### src/rtl/fic_apb_pkg.sv
`timescale 1ns/1ps
// Shared types and default constants for the FIC APB splitter.
package fic_apb_pkg;

  typedef enum logic [2:0] {
    IDLE,
    SETUP,
    ACCESS,
    DECERR,
    DONE
  } apb_state_e;

  localparam int unsigned ERR_CNT_W = 16;

  localparam int unsigned DEF_NUM_SLOTS      = 4;
  localparam int unsigned DEF_ADDR_WIDTH     = 32;
  localparam int unsigned DEF_DATA_WIDTH     = 32;
  localparam logic [31:0] DEF_BASE_ADDR      = 32'h4000_0000;
  localparam int unsigned DEF_SLOT_SHIFT     = 12;
  localparam int unsigned DEF_TIMEOUT_CYCLES = 255;

  // Width needed to index n items; never below one bit.
  function automatic int unsigned clog2_min1(input int unsigned n);
    return (n > 1) ? $clog2(n) : 1;
  endfunction

endpackage

### src/rtl/apb_timeout_ctr.sv
`timescale 1ns/1ps
// Access-phase wait counter: expired fires on the TIMEOUT_CYCLES-th enabled cycle.
module apb_timeout_ctr
  import fic_apb_pkg::*;
#(
  parameter int unsigned TIMEOUT_CYCLES = DEF_TIMEOUT_CYCLES
) (
  input  logic clk,
  input  logic rst,
  input  logic clear,
  input  logic enable,
  output logic expired
);

  localparam int unsigned LIMIT = (TIMEOUT_CYCLES == 0) ? 0 : TIMEOUT_CYCLES - 1;
  localparam int unsigned CNT_W = clog2_min1(TIMEOUT_CYCLES + 1);

  logic [CNT_W-1:0] cnt_q;
  logic [CNT_W-1:0] cnt_d;

  // Clear wins over count; the count parks at LIMIT so it never wraps.
  always_comb begin
    cnt_d = cnt_q;
    if (clear) begin
      cnt_d = '0;
    end else if (enable && (cnt_q != CNT_W'(LIMIT))) begin
      cnt_d = cnt_q + CNT_W'(1);
    end
  end

  // Count register.
  always_ff @(posedge clk or posedge rst) begin
    if (rst) begin
      cnt_q <= '0;
    end else begin
      cnt_q <= cnt_d;
    end
  end

  assign expired = (TIMEOUT_CYCLES != 0) && enable && (cnt_q == CNT_W'(LIMIT));

endmodule

### src/rtl/fic_apb_splitter.sv
`timescale 1ns/1ps
// One-master to NUM_SLOTS-slave APB splitter with decode errors, timeout and error log.
module fic_apb_splitter
  import fic_apb_pkg::*;
#(
  parameter int unsigned           NUM_SLOTS      = DEF_NUM_SLOTS,
  parameter int unsigned           ADDR_WIDTH     = DEF_ADDR_WIDTH,
  parameter int unsigned           DATA_WIDTH     = DEF_DATA_WIDTH,
  parameter logic [ADDR_WIDTH-1:0] BASE_ADDR      = ADDR_WIDTH'(DEF_BASE_ADDR),
  parameter int unsigned           SLOT_SHIFT     = DEF_SLOT_SHIFT,
  parameter int unsigned           TIMEOUT_CYCLES = DEF_TIMEOUT_CYCLES
) (
  input  logic                            MCCC_CLK_BASE,
  input  logic                            MSS_RESET,
  input  logic [ADDR_WIDTH-1:0]           FIC_0_APB_M_PADDR,
  input  logic                            FIC_0_APB_M_PSEL,
  input  logic                            FIC_0_APB_M_PENABLE,
  input  logic                            FIC_0_APB_M_PWRITE,
  input  logic [DATA_WIDTH-1:0]           FIC_0_APB_M_PWDATA,
  output logic [DATA_WIDTH-1:0]           FIC_0_APB_M_PRDATA,
  output logic                            FIC_0_APB_M_PREADY,
  output logic                            FIC_0_APB_M_PSLVERR,
  output logic [ADDR_WIDTH-1:0]           S_PADDR,
  output logic                            S_PWRITE,
  output logic                            S_PENABLE,
  output logic [DATA_WIDTH-1:0]           S_PWDATA,
  output logic [NUM_SLOTS-1:0]            S_PSEL,
  input  logic [NUM_SLOTS*DATA_WIDTH-1:0] S_PRDATA,
  input  logic [NUM_SLOTS-1:0]            S_PREADY,
  input  logic [NUM_SLOTS-1:0]            S_PSLVERR,
  output logic [ERR_CNT_W-1:0]            ERR_COUNT,
  output logic [ADDR_WIDTH-1:0]           LAST_ERR_ADDR
);

  localparam int unsigned SLOT_W = clog2_min1(NUM_SLOTS);

  apb_state_e            state_q, state_d;
  logic [ADDR_WIDTH-1:0] addr_q, addr_d;
  logic                  write_q, write_d;
  logic [DATA_WIDTH-1:0] wdata_q, wdata_d;
  logic [SLOT_W-1:0]     slot_q, slot_d;
  logic [DATA_WIDTH-1:0] rdata_q, rdata_d;
  logic                  err_q, err_d;
  logic [ERR_CNT_W-1:0]  err_cnt_q, err_cnt_d;
  logic [ADDR_WIDTH-1:0] last_err_q, last_err_d;

  logic [ADDR_WIDTH-1:0] offset, slot_wide;
  logic                  in_range;
  logic [NUM_SLOTS-1:0]  slot_onehot;
  logic                  sel_ready, sel_err;
  logic [DATA_WIDTH-1:0] sel_rdata;
  logic                  tmo_clear, tmo_en, tmo_expired;

  // The access phase is tracked internally, so upstream PENABLE carries nothing we need.
  logic unused_penable;
  assign unused_penable = FIC_0_APB_M_PENABLE;

  // Address decode; addresses below BASE_ADDR wrap high and are rejected explicitly.
  assign offset    = FIC_0_APB_M_PADDR - BASE_ADDR;
  assign slot_wide = offset >> SLOT_SHIFT;
  assign in_range  = (FIC_0_APB_M_PADDR >= BASE_ADDR) && (slot_wide < ADDR_WIDTH'(NUM_SLOTS));

  // Only the latched slot's response is observed.
  assign slot_onehot = NUM_SLOTS'(1) << slot_q;
  assign sel_ready   = S_PREADY[slot_q];
  assign sel_err     = S_PSLVERR[slot_q];
  assign sel_rdata   = S_PRDATA[slot_q*DATA_WIDTH +: DATA_WIDTH];

  apb_timeout_ctr #(
    .TIMEOUT_CYCLES(TIMEOUT_CYCLES)
  ) u_timeout (
    .clk    (MCCC_CLK_BASE),
    .rst    (MSS_RESET),
    .clear  (tmo_clear),
    .enable (tmo_en),
    .expired(tmo_expired)
  );

  // FSM state register.
  always_ff @(posedge MCCC_CLK_BASE or posedge MSS_RESET) begin
    if (MSS_RESET) begin
      state_q <= IDLE;
    end else begin
      state_q <= state_d;
    end
  end

  // Next-state logic; upstream PSEL is only looked at in IDLE.
  always_comb begin
    state_d = state_q;
    unique case (state_q)
      IDLE:    if (FIC_0_APB_M_PSEL) state_d = in_range ? SETUP : DECERR;
      SETUP:   state_d = ACCESS;
      ACCESS:  if (sel_ready || tmo_expired) state_d = DONE;
      DECERR:  state_d = DONE;
      DONE:    state_d = IDLE;
      default: state_d = IDLE;
    endcase
  end

  // Output decode from state and latched transfer registers.
  always_comb begin
    FIC_0_APB_M_PREADY  = 1'b0;
    FIC_0_APB_M_PRDATA  = '0;
    FIC_0_APB_M_PSLVERR = 1'b0;
    S_PADDR             = '0;
    S_PWRITE            = 1'b0;
    S_PWDATA            = '0;
    S_PENABLE           = 1'b0;
    S_PSEL              = '0;
    tmo_clear           = 1'b0;
    tmo_en              = 1'b0;
    if (state_q != IDLE) begin
      S_PADDR  = addr_q;
      S_PWRITE = write_q;
      S_PWDATA = wdata_q;
    end
    unique case (state_q)
      SETUP: begin
        S_PSEL    = slot_onehot;
        tmo_clear = 1'b1;
      end
      ACCESS: begin
        S_PSEL    = slot_onehot;
        S_PENABLE = 1'b1;
        tmo_en    = 1'b1;
      end
      DONE: begin
        FIC_0_APB_M_PREADY  = 1'b1;
        FIC_0_APB_M_PRDATA  = rdata_q;
        FIC_0_APB_M_PSLVERR = err_q;
      end
      default: ;
    endcase
  end

  // Transfer capture, response capture and error logging.
  always_comb begin
    addr_d     = addr_q;
    write_d    = write_q;
    wdata_d    = wdata_q;
    slot_d     = slot_q;
    rdata_d    = rdata_q;
    err_d      = err_q;
    err_cnt_d  = err_cnt_q;
    last_err_d = last_err_q;
    unique case (state_q)
      IDLE: begin
        if (FIC_0_APB_M_PSEL) begin
          addr_d  = FIC_0_APB_M_PADDR;
          write_d = FIC_0_APB_M_PWRITE;
          wdata_d = FIC_0_APB_M_PWDATA;
          slot_d  = SLOT_W'(slot_wide);
          rdata_d = '0;
          err_d   = 1'b0;
        end
      end
      ACCESS: begin
        if (sel_ready) begin
          rdata_d = sel_rdata;
          err_d   = sel_err;
        end else if (tmo_expired) begin
          rdata_d = '0;
          err_d   = 1'b1;
        end
      end
      DECERR: begin
        rdata_d = '0;
        err_d   = 1'b1;
      end
      DONE: begin
        if (err_q) begin
          if (err_cnt_q != '1) err_cnt_d = err_cnt_q + ERR_CNT_W'(1);
          last_err_d = addr_q;
        end
      end
      default: ;
    endcase
  end

  // Datapath registers.
  always_ff @(posedge MCCC_CLK_BASE or posedge MSS_RESET) begin
    if (MSS_RESET) begin
      addr_q     <= '0;
      write_q    <= 1'b0;
      wdata_q    <= '0;
      slot_q     <= '0;
      rdata_q    <= '0;
      err_q      <= 1'b0;
      err_cnt_q  <= '0;
      last_err_q <= '0;
    end else begin
      addr_q     <= addr_d;
      write_q    <= write_d;
      wdata_q    <= wdata_d;
      slot_q     <= slot_d;
      rdata_q    <= rdata_d;
      err_q      <= err_d;
      err_cnt_q  <= err_cnt_d;
      last_err_q <= last_err_d;
    end
  end

  assign ERR_COUNT     = err_cnt_q;
  assign LAST_ERR_ADDR = last_err_q;

endmodule

### config.mk
export PLATFORM = sky130hd
export DESIGN_NAME = fic_apb_splitter
export DESIGN_NICKNAME = d
export VERILOG_FILES = /design/src/rtl/fic_apb_pkg.sv /design/src/rtl/apb_timeout_ctr.sv /design/src/rtl/fic_apb_splitter.sv
export SDC_FILE = /design/constraint.sdc
export NUM_CORES = 1
export LEC_CHECK = 0
export ABC_AREA = 1
export CAP_MARGIN = 20
export CORE_AREA = 2 2 137 139
export CTS_CLUSTER_DIAMETER = 80
export DETAILED_ROUTE_END_ITERATION = 7
export DIE_AREA = 0 0 139 141
export GPL_ROUTABILITY_DRIVEN = 0
export GPL_TIMING_DRIVEN = 0
export PLACE_DENSITY = 0.85
export SLEW_MARGIN = 20
export SYNTH_ARGS = -nofsm -noshare
export SYNTH_HDL_FRONTEND = slang
export SYNTH_SLANG_ARGS = --single-unit
### constraint.sdc
create_clock -name MCCC_CLK_BASE -period 11.1 [get_ports MCCC_CLK_BASE]
set_clock_uncertainty 0.15 [all_clocks]
set_input_delay 2.22 -clock MCCC_CLK_BASE [delete_from_list [all_inputs] [get_ports MCCC_CLK_BASE]]
set_output_delay 2.22 -clock MCCC_CLK_BASE [all_outputs]
set_load 0.02 [all_outputs]
## Word level (Yosys, flattened, before mapping)

Cells that the tools add are included.

- Shift operators: 2
- $add $sub $neg: 3
- Multiplexer cells: 27
- Eq/ne operators: 10
- $lt $le $gt $ge: 3
- Reduce and logical (&&, ||, !) cells: 14

Operator list:

| kind | number |
|---|---|
| 32-bit two-way mux | 6 |
| 128-bit by 8-bit indexed part select with 32-bit output | 1 |
| 32-bit one-hot mux with 3 select lines | 1 |
| 32-bit by 31-bit greater-or-equal comparator with 1-bit output (second input constant) | 1 |
| 32-bit by 31-bit subtractor with 32-bit output (second input constant) | 1 |
| 20-bit by 3-bit less-than comparator with 1-bit output (second input constant) | 1 |
| 16-bit by 1-bit adder with 16-bit output (second input constant) | 1 |
| 8-bit two-way mux | 2 |
| 16-bit != test (second input constant) | 1 |
| 3-bit one-hot mux with 4 select lines | 1 |
| 1-bit two-way mux | 10 |
| 8-bit by 1-bit adder with 8-bit output (second input constant) | 1 |
| 8-bit equality test (second input constant) | 1 |
| 8-bit != test (second input constant) | 1 |
| 3-bit by 2-bit equality test with 1-bit output (second input constant) | 2 |
| 3-bit two-way mux | 2 |
| 2-bit AND reduction | 3 |
| 3-bit AND reduction | 2 |
| 3-bit nonzero test | 2 |
| 1-bit binary-select mux with 2-bit select | 2 |
| 4-bit two-way mux | 1 |
| 2-bit != test (second input constant) | 2 |
| 1-bit by 2-bit left shift with 4-bit output (first input constant) | 1 |
| 3-bit by 1-bit equality test with 1-bit output (second input constant) | 1 |
| 10 further kinds | 12 |

- Word-level logic and storage cells: 69
- Register bits after elaboration: 159

## Longest topological paths before layout

Gate-level depths: netlist (run 1).

- Word-level depth: 6
- Mapped depth: 10
- Mapped depth without buffers: 10

## Hierarchy

Synthesis (run 1) repeated with hierarchy kept, for this count alone.

- Cells, all modules: 1071
- Area total of the unflattened synthesis: 8085.3 um^2

By module, submodules not included:

| module | area each (um^2) | times used | cells each |
|---|---|---|---|
| fic_apb_splitter | 7571.0 | 1 | 999 |
| apb_timeout_ctr | 514.2 | 1 | 72 |

## Worst setup path after synthesis (run 1)

OpenSTA, ideal clock, no wires.

- Kind: reg2out
- Start: register state_q[1]
- End: output S_PSEL[0]
- Buffers on the path: 0
- Slack: 7326 ps
- Data arrival time: 1404 ps
- Stages on the path, launching flop included: 6
- Data required time: 8730 ps
- Cells stage by stage: dfrtp_1 inv_1 nand3_1 nand2_1 inv_1 nor3_1

- Longest elaborated chain between the ends: 3

RTL lines:

| item | line | RTL |
|---|---|---|
| from (decl) | fic_apb_splitter.sv:37 | `apb_state_e state_q, state_d;` |
| from (signal assigned) | fic_apb_splitter.sv:84 | `state_q <= state_d;` |
| 3-bit by 2-bit equality test with 1-bit output / 3-bit by 1-bit equality test with 1-bit output (equally long branches) | fic_apb_splitter.sv:118 | `unique case (state_q)` |
| 2-bit OR reduction (no source line) * | -- |  |
| 4-bit two-way mux * | fic_apb_splitter.sv:118 |  |
| to (decl) | fic_apb_splitter.sv:27 | `output logic [NUM_SLOTS-1:0] S_PSEL,` |

Mark *: on every way between the ends. The rest lies on a longest branch, timed or not.

## Worst setup path in the final report (run 1)

- Start: register state_q[1]
- End: output S_PADDR[16]

- Longest elaborated chain between the ends: 2

RTL lines:

| item | line | RTL |
|---|---|---|
| 3-bit nonzero test | fic_apb_splitter.sv:113 | `if (state_q != IDLE) begin` |
| 32-bit two-way mux | fic_apb_splitter.sv:113 |  |
| to (decl) | fic_apb_splitter.sv:23 | `output logic [ADDR_WIDTH-1:0] S_PADDR,` |

Every way passes these cells.

==> results.md, run 1 <==
- ANT nets after route: 0
- Worst EP required: between 8 and 9 ns
- PwrDens: 255 nW/um2
- Port bufs: ~360
- CTS tree: yes
- Sequential power share: 28.6%
- Synth Warn #: 0
- Post-CTS Setup Inserts: 0
- Switching pwr: 1.37 mW
- Max-cap violations: 0
- Initial DRT Pass Iterations: 6
- Synth Area in Adders: 0.470%
- Post-route setup slack: between 6 and 7 ns
- Worst EP arrival: between 2 and 3 ns
- Clock slew at reported path FFs: around 0.060 ns
- Commonest non-fill, non-tap cell in the layout: clkdlybuf4s50_1
- Setup Viol. Count Final: 0
- Initial DRC Count: 387
- Switch share: ~43%
- Ports: between 300 and 400
- Crit Path Max Fanout: 10
- RSZ-0062 raised after global routing: false
- Final Util: 68.1%
- Wire length of the first global-routing pass: about 42 mm
- Setup TNS: 0 ns
- Nets: 1646
- Clock power frac: 17.9%
- Combinational Power Share: around 54%
- DP HPWL: 21.1 mm
- Slew HR: around three fifths
- Most frequent cells in the layout: 355 x clkdlybuf4s50_1, 349 x nand2_1, 157 x dfrtp_1
- Worst-Skew Late Latency: between 0.4 and 0.5 ns
- Period utilisation layout: approximately 46%
- Worst hold stages: 2
- DRC: 0
- Total CTS buffers: 17
- Worst-margin pin slew: approximately 0.6 ns
- CP Capture Type: output pin
- Routed vias/inst: between 4 and 5
- Synth unique cells: 33
- Leak: about 5.7 nW
- Peak supply drop: between 150 and 200 uV
- Row cnt: 50
- Initial core utilization: a little over two fifths
- Die H: about 140 um
- Largest net degree at the start of global routing: 84
- HP Class: flip-flop to flip-flop
- R2R cell count: 6
- Post-synthesis compound-gate area fraction: 10.2%
- XOR/XNOR share of the synthesized area: roughly 1.4%
- Largest family of logic cells by synthesized area: simple AND/OR/NAND/NOR gates
- Final hold violation count: 0
- Post-CTS Resized: 0
- Critical Path Source Type: flip-flop
- Die Wd: ~140 um
- Clk sinks: around 160
- Post-synthesis cell area: about 8000 um2
- Root Driver: clkbuf_16
- Pins Over Slew Limit: 0
- Overflow after GRT: 0
- Total core area: around 18000 um2
- Initial antenna violation count: 1
- CTS Buffer Depth: 2
- Register area share after synthesis: between 40% and 50%
- Seq cells post-synth: between 150 and 200
- Post-DR wirelength/cell: roughly 16 um
- Max frequency: around 0.20 GHz
- DR vias: 8262
- Mean Syn Cell Area: approximately 7.5 um2
- Number of global-route vias before repair: a little over 8000
- Int Pwr: 1.80 mW
- Total GRT Usage: roughly 27%
- Min Tclk post-route: about 5.1 ns
- Pre-CTS WS: 6.46 ns
- Syn_nets: ~1300
- Die area: 19600 um2
- Syn Inst Count: approximately 1100
- Kind of critical path: flip-flop to output pin
- Hold_buf cts: 0
- Final wirelength: 26.8 mm
- Placed insts: 1653
- H-tree levels: 4
- Outcome: complete, no violations
- Share of layout cells above drive strength 1: 6.34%
- Final cell count without fillers: about 1700
- Mux share of post-synthesis cell area: 0%
- Layout area overhead: 55.9%
- Simple-Gate Fraction of Synth Area: about 29%
- Tot Pwr: 3.17 mW
==> cells in the mapped netlist, drive strengths merged <==
library cell / instances / area [um2]
nand2: 355 / 1350
dfrtp: 157 / 3930
inv: 140 / 528
nor2: 125 / 489
o21ai: 107 / 536
nand3: 55 / 308
buf: 34 / 206
a22oi: 32 / 240
clkbuf: 17 / 63.8
nand4: 9 / 56.3
nor3: 9 / 72.6
xor2: 9 / 78.8
xnor2: 4 / 35.0
a21oi: 3 / 18.8
ha: 3 / 37.5
o31ai: 2 / 15.0
nand3b: 1 / 7.51
o22ai: 1 / 6.26
==> per-stage QoR <==
stage | cell area, um2 | hold slack (ns)
6_report | 12400 | 0.322
5_1_grt | 12400 | 0.343
4_1_cts | 12400 | 0.324
3_5_place_dp | 11900 | 0.308
3_3_place_gp | 11800 | 0.303
2_1_floorplan | 7980 | 0.292
==> routing by layer <==
metal | vias up | GRT usage (%) | part of all wire [%]
met5 | - | 0 | 0
met4 | 0 | 9.99 | 2.5
met3 | 41 | 8.46 | 8.8
li1 | 4055 | - | -
met2 | 314 | 48.9 | 50
met1 | 3852 | 30.8 | 38
==> cells by family (layout without fill, tap and decap cells) <==
| logic type | after synthesis | count (layout) |
|---|---|---|
| compound gates | 145 | 145 |
| xor+xnor | 13 | 13 |
| fa+ha+maj | 3 | 3 |
| buf+inv | 191 | 579 |
| flops | 157 | 157 |
| other cells | 0 | 1 |
| simple gates | 554 | 554 |
==> power by group through the flow <==
stage | Combinational (mW) | Clock [mW] | Sequential, mW
after floorplan | 0.906 | 0 | 0.957
after global routing | 1.86 | 0.607 | 0.931
after detailed placement | 1.70 | 0 | 0.913
after global placement | 1.67 | 0 | 0.904
after CTS | 1.71 | 0.579 | 0.905
final | 1.70 | 0.568 | 0.907
==> path summary, 6_finish.rpt <==
| path | startpoint | endpoint | slack (ns) |
|---|---|---|---|
| max | state_q[1] | S_PADDR[16] | 6.04 |
| min | rdata_q[29] | rdata_q[29] | 0.32 |
| max reg2reg | state_q[1] | LAST_ERR_ADDR[17] | 9.05 |
| min reg2reg | rdata_q[29] | rdata_q[29] | 0.32 |
| max in group asynchronous | MSS_RESET | rdata_q[26] | 7.87 |
| min in group asynchronous | MSS_RESET | LAST_ERR_ADDR[21] | 2.13 |
==> worst max-delay path, cell delays in order (launching register included) <==
cell,delay (ns)
dfrtp_1,0.44
nor3_4,0.33
clkbuf_1,0.42
buf_2,0.37
nor2_1,0.07
clkdlybuf4s50_1,0.63
==> layout make-up <==
| class | instances | area (um2) |
|---|---|---|
| Inverter | 140 | 536 |
| Antenna cell | 1 | 2.50 |
| Timing Repair Buffer | 356 | 3580 |
| Fill cell | 1494 | 5830 |
| Sequential cell | 157 | 3930 |
| Tap cell | 234 | 293 |
| Clock buffer | 17 | 425 |
| Buffer | 51 | 270 |
| Multi-Input combinational cell | 715 | 3250 |
| Clock inverter | 15 | 150 |
==> state kept, by name (all words and copies together), names as in the netlist <==
register	count
LAST_ERR_ADDR	32
addr_q	32
rdata_q	32
wdata_q	32
ERR_COUNT	16
u_timeout.cnt_q	8
state_q	3
err_q	1
write_q	1
Power figures use the tool's default switching activity.
==> inputs of run 2 (changes only) <==
Settings changed: CORE_AREA 2 2 137 139 to not set, CORE_UTILIZATION set to 38, DIE_AREA 0 0 139 141 to not set, PLACE_DENSITY 0.85 to 0.78.
Clock period 11.1 ns to 4.4 ns, I/O delays scaled along.
==> results.md, run 2 (synthesized netlist as in run 1, its figures left out) <==
- Outcome: complete, no violations
- Initial antenna violation count: 2
- Switch share: a little over two fifths
- Nets: 1650
- Leak: roughly 5.7 nW
- Finished layout cell area: 12500 um2
- Clock slew at reported path FFs: 0.06 ns
- Crit Path Max Fanout: 10
- DR vias: just over 8000
- Initial DRT Pass Iterations: 5
- Ports: roughly 360
- Pins Over Slew Limit: 0
- Placed cell areas: ~12000 um2
- Hold_buf cts: 0
- Filler cells: between 1500 and 2000
- Max frequency: roughly 0.27 GHz
- Period utilisation layout: 84.0%
- Critical-path cell list: nor3_4 > clkbuf_1 > buf_2 > nor2_1 > clkdlybuf4s50_1
- Worst EP arrival: roughly 2.7 ns
- Placed insts: about 1700
- Slew HR: about 59%
- Initial core utilization: between 30 and 40%
- Worst Path Buf+Inv: 3
- Overflow after GRT: 0
- Slowest stage cell, crit path: clkdlybuf4s50_1
- Register area: slightly below 4000 um2
- Clock power frac: 17.8%
- Final wirelength: 26.9 mm
- CTS tree: yes
- Int Pwr: between 4 and 5 mW
- Total GRT Usage: between 20% and 30%
- Met3 GRT Util: between 7 and 8%
- Setup TNS: 0 ns
- Die Wd: 147 um
- Post-CTS Setup Inserts: 0
- Port bufs: between 300 and 400
- Number of global-route vias before repair: a little over 8000
- Initial DRC Count: approximately 310
- Wire length of the first global-routing pass: ~42 mm
- Die area: 21600 um2
- Row cnt: 52
- Most frequent cells in the layout: 355 x clkdlybuf4s50_1, 349 x nand2_1, 157 x dfrtp_1
- Peak supply drop: between 400 and 500 uV
- Die H: 147 um
- Worst-Skew Late Latency: just over 0.4 ns
- Routed vias/inst: between 4 and 5
- HP Class: flip-flop to flip-flop
- CTS Buffer Depth: 2
- Post-CTS Resized: 0
- Critical Path Source Type: flip-flop
- Setup Viol. Count Final: 0
- Worst-margin pin slew: roughly 0.61 ns
- Final hold violation count: 0
- Hold slack: about 0.32 ns
- RSZ-0062 raised after global routing: false
- Final cell count without fillers: approximately 1700
- Most used routing layer: met2
- H-tree levels: 4
- Total CTS buffers: 17
- ANT nets after route: 0
- Post-DR wirelength/cell: between 15 and 20 um
- Sequential power share: 28.5%
- Layout area overhead: 57.3%
- Share of layout cells above drive strength 1: under 10%
- Critical path's top delay family: buffers and inverters
- Clk sinks: ~160
- Root Driver: clkbuf_16
- Met2 usage: around 44%
- Kind of critical path: flip-flop to output pin
- Commonest non-fill, non-tap cell in the layout: clkdlybuf4s50_1
- Min Tclk post-route: between 3 and 4 ns
- DP HPWL: approximately 21 mm
- CP Capture Type: output pin
- Worst EP required: about 3.4 ns
- Max-cap violations: 0
- Multi-input logic area: between 3000 and 4000 um2
- PwrDens: between 600 and 700 nW/um2
- Max incr delay on CP: 0.59 ns
- Combinational Power Share: between 50% and 60%
- DRC: 0
- Largest net degree at the start of global routing: 34
- Total core area: 20400 um2
- Routing usage on met1: about 28%
- Switching pwr: roughly 3.5 mW
==> run 2: layer usage <==
layer  part of all wire [%]  up-vias
li1                       -     4063
met1                     39     3826
met2                     49      308
met3                    8.3       43
met4                    3.2        0
met5                      0        -
==> run 2: power groups by stage <==
stage / Combinational [mW] / Sequential [mW] / Clock (mW)
detailed placement: 4.31 / 2.31 / 0
CTS: 4.34 / 2.28 / 1.46
global route: 4.70 / 2.35 / 1.51
global placement: 4.25 / 2.28 / 0
floorplan: 2.29 / 2.41 / 0
finish: 4.30 / 2.29 / 1.43
==> run 2: area by class of cell <==
class | count | share of cell area [%]
antenna | 2 | 0.0399
buffer | 51 | 2.15
clock buffer | 18 | 3.50
clock inverter | 14 | 1.04
inverter | 140 | 4.24
multi-input combinational | 715 | 25.9
sequential | 157 | 31.3
tap | 270 | 2.69
timing repair buffer | 360 | 29.1
==> run 2: tightest hold or removal path, delay by kind of cell, from the launching register on <==
kind             cells  cell delay (ns)
and+or+nand+nor      2             0.10
DFF                  1             0.34
==> run 2: per-stage QoR <==
stage / utilization (%) / setup slack [ns] / power, mW
after floorplan: - / 1.38 / 4.70
after global placement: 58.1 / -0.00147 / 6.53
after detailed placement: 58.6 / 1.03 / 6.62
after CTS: 61.4 / 0.580 / 8.08
after global routing: 61.4 / 0.470 / 8.56
final: 61.4 / 0.705 / 8.02
==> run 2: path summary, 6_finish.rpt <==
| path | endpoint | cells past startpoint | slack [ns] | from |
|---|---|---|---|---|
| hold reg to reg | rdata_q[26] | 2 | 0.32 | rdata_q[26] |
| hold / removal | rdata_q[26] | 2 | 0.32 | rdata_q[26] |
| setup reg to reg | addr_q[11] | 5 | 2.35 | state_q[1] |
| setup / recovery | S_PADDR[14] | 5 | 0.70 | state_q[1] |
| min in group asynchronous | ERR_COUNT[0] | 2 | 0.64 | MSS_RESET |
| max in group asynchronous | u_timeout.cnt_q[1] | 5 | 2.51 | MSS_RESET |
==> inputs of run 3 (changes only) <==
Clock period 4.4 ns to 3.1 ns, I/O delays scaled along.
==> results.md, run 3 (synthesized netlist as in run 1, its figures left out) <==
- Outcome: complete, no violations
- Min Tclk post-route: 3.00 ns
- Worst hold endpoint: rdata_q[5]
- Ports: around 360
- CTS tree: yes
- Row cnt: 52
- Max-cap violations: 0
- Critical-path cell list: nor3_4 > buf_4 > buf_4 > nor2_1 > clkdlybuf4s50_1
- Largest net degree at the start of global routing: 34
- Setup TNS: 0 ns
- Pins Over Slew Limit: 0
- Final hold violation count: 0
- Max frequency: around 0.33 GHz
- Initial antenna violation count: 2
- Worst-Skew Late Latency: 0.41 ns
- Leak: between 5 and 6 nW
- Worst-margin pin slew: 0.590 ns
- Placed insts: about 1700
- FF-to-FF setup slack: ~0.93 ns
- Layout area overhead: 58.1%
- PwrDens: 908 nW/um2
- Port bufs: between 300 and 400
- Number of global-route vias before repair: about 8100
- Initial core utilization: slightly below 40%
- RR Startpoint: state_q[0]
- Clk sinks: roughly 160
- Nets: 1650
- H-tree levels: 4
- Register area: ~4000 um2
- Routed vias/inst: between 4 and 5
- Post-DR wirelength/cell: ~16 um
- Slew HR: between 60% and 70%
- R2R cell count: 6
- Filler cells: between 1500 and 2000
- Share of layout cells above drive strength 1: between 7 and 8%
- Period utilisation layout: about 97%
- Worst Path Buf+Inv: 3
- Commonest non-fill, non-tap cell in the layout: nand2_1
- Final wirelength: 27.1 mm
- Wire length of the first global-routing pass: between 40 and 50 mm
- Crit. Startpoint: state_q[0]
- Placed cell areas: between 10000 and 15000 um2
- DRC: 0
- Root Driver: clkbuf_16
- Worst hold path startpoint: rdata_q[5]
- Multi-input logic area: 3280 um2
- Crit Path Max Fanout: 10
- Critical path's top delay family: buffers and inverters
- Initial DRT Pass Iterations: 5
- Overflow after GRT: 0
- HP Class: flip-flop to flip-flop
- Total core area: between 20000 and 25000 um2
- Slowest stage cell, crit path: clkdlybuf4s50_1
- Die H: 147 um
- Worst reg2reg path endpoint: addr_q[11]
- Die Wd: 147 um
- Most frequent cells in the layout: 349 x nand2_1, 345 x clkdlybuf4s50_1, 157 x dfrtp_1
- Worst EP required: 2.33 ns
- Setup Viol. Count Final: 0
- Die area: between 20000 and 25000 um2
- Initial DRC Count: about 360
- Final cell count without fillers: 1727
- Worst hold stages: 2
- Hold_buf cts: 0
- Total CTS buffers: 17
- CTS Buffer Depth: 2
- Kind of critical path: flip-flop to output pin
- Clock slew at reported path FFs: approximately 0.06 ns
- Max incr delay on CP: around 0.57 ns
- Total GRT Usage: about a quarter
- ANT nets after route: 0
- DR vias: just over 8000
- Worst EP arrival: ~2.2 ns
- Critical Path Source Type: flip-flop
- CP Capture Type: output pin
- Peak supply drop: just over 600 uV
- Crit path top cell by count: buf_4
- Finished layout cell area: 12600 um2
- DP HPWL: between 20 and 25 mm
run 3: cell types whose count changed in the layout (fill, tap and decap cells not counted), moves of 2 or more:
| cell | delta |
|---|---|
| clkbuf_4 | +4 |
| dlygate4sd2_1 | +2 |
| clkdlybuf4s50_1 | -10 |
| buf_4 | +5 |
| clkbuf_1 | -6 |
| dlymetal6s2s_1 | +8 |
| nand3_4 | +2 |
| buf_2 | -4 |
run 3: what timing repair did:
| action | 4_1_cts | 5_1_grt |
|---|---|---|
| endpoints found under the setup margin | 79 | 72 |
| buffers inserted | 2 | 0 |
| resized for setup | 12 | 15 |
| pin swaps | 1 | 1 |
run 3: per-layer routing:
layer / track usage [%] / vias up / wire length, um
met3: 7.24 / 43 / 2350
li1: - / 4064 / -
met4: 9.69 / 0 / 856
met1: 27.8 / 3821 / 10500
met2: 44.2 / 326 / 13400
met5: 0 / - / 0
run 3: through the flow:
stage	utilization, %	setup WS, ns	total power, mW	hold slack, ns
after floorplan	-	0.343	6.67	0.292
after global placement	58.1	-1.04	9.27	0.304
after detailed placement	58.6	-0.00904	9.40	0.308
after CTS	61.5	-0.101	11.5	0.324
after global routing	61.8	-0.00460	12.2	0.334
final	61.8	0.0977	11.5	0.321
run 3: area by class of cell:
cell class	count	share of cell area, %
diodes	2	0.0397
plain buffers	49	2.26
clock buffers	18	3.48
clock inverters	14	1.03
inverters	140	4.21
multi-input cells	715	26.0
flip-flops and latches	157	31.1
well taps	270	2.68
repair buffers	362	29.2
run 3: worst min-delay path: stages, from the launching register on:
cell,delay (ns)
dfrtp_1,0.34
nand2_1,0.05
nand2_1,0.05
run 3: report_power, final:
part | leakage (nW) | total (mW) | internal [mW] | switching, mW
logic | 3.57 | 6.17 | 2.51 | 3.66
clock network | 0.284 | 2.03 | 1.14 | 0.892
registers | 2.03 | 3.25 | 2.86 | 0.391
run 3: worst max-delay path by stage:
stage | to | slack (ns) | cells after the start
3_3_place_gp | addr_q[0] | -1.04 | 2
2_1_floorplan | ERR_COUNT[0] | 0.34 | 1
3_5_place_dp | S_PADDR[14] | -0.009 | 5
5_1_grt | FIC_0_APB_M_PRDATA[2] | -0.005 | 5
4_1_cts | S_PSEL[0] | -0.10 | 6
6_report | S_PADDR[15] | 0.1 | 5
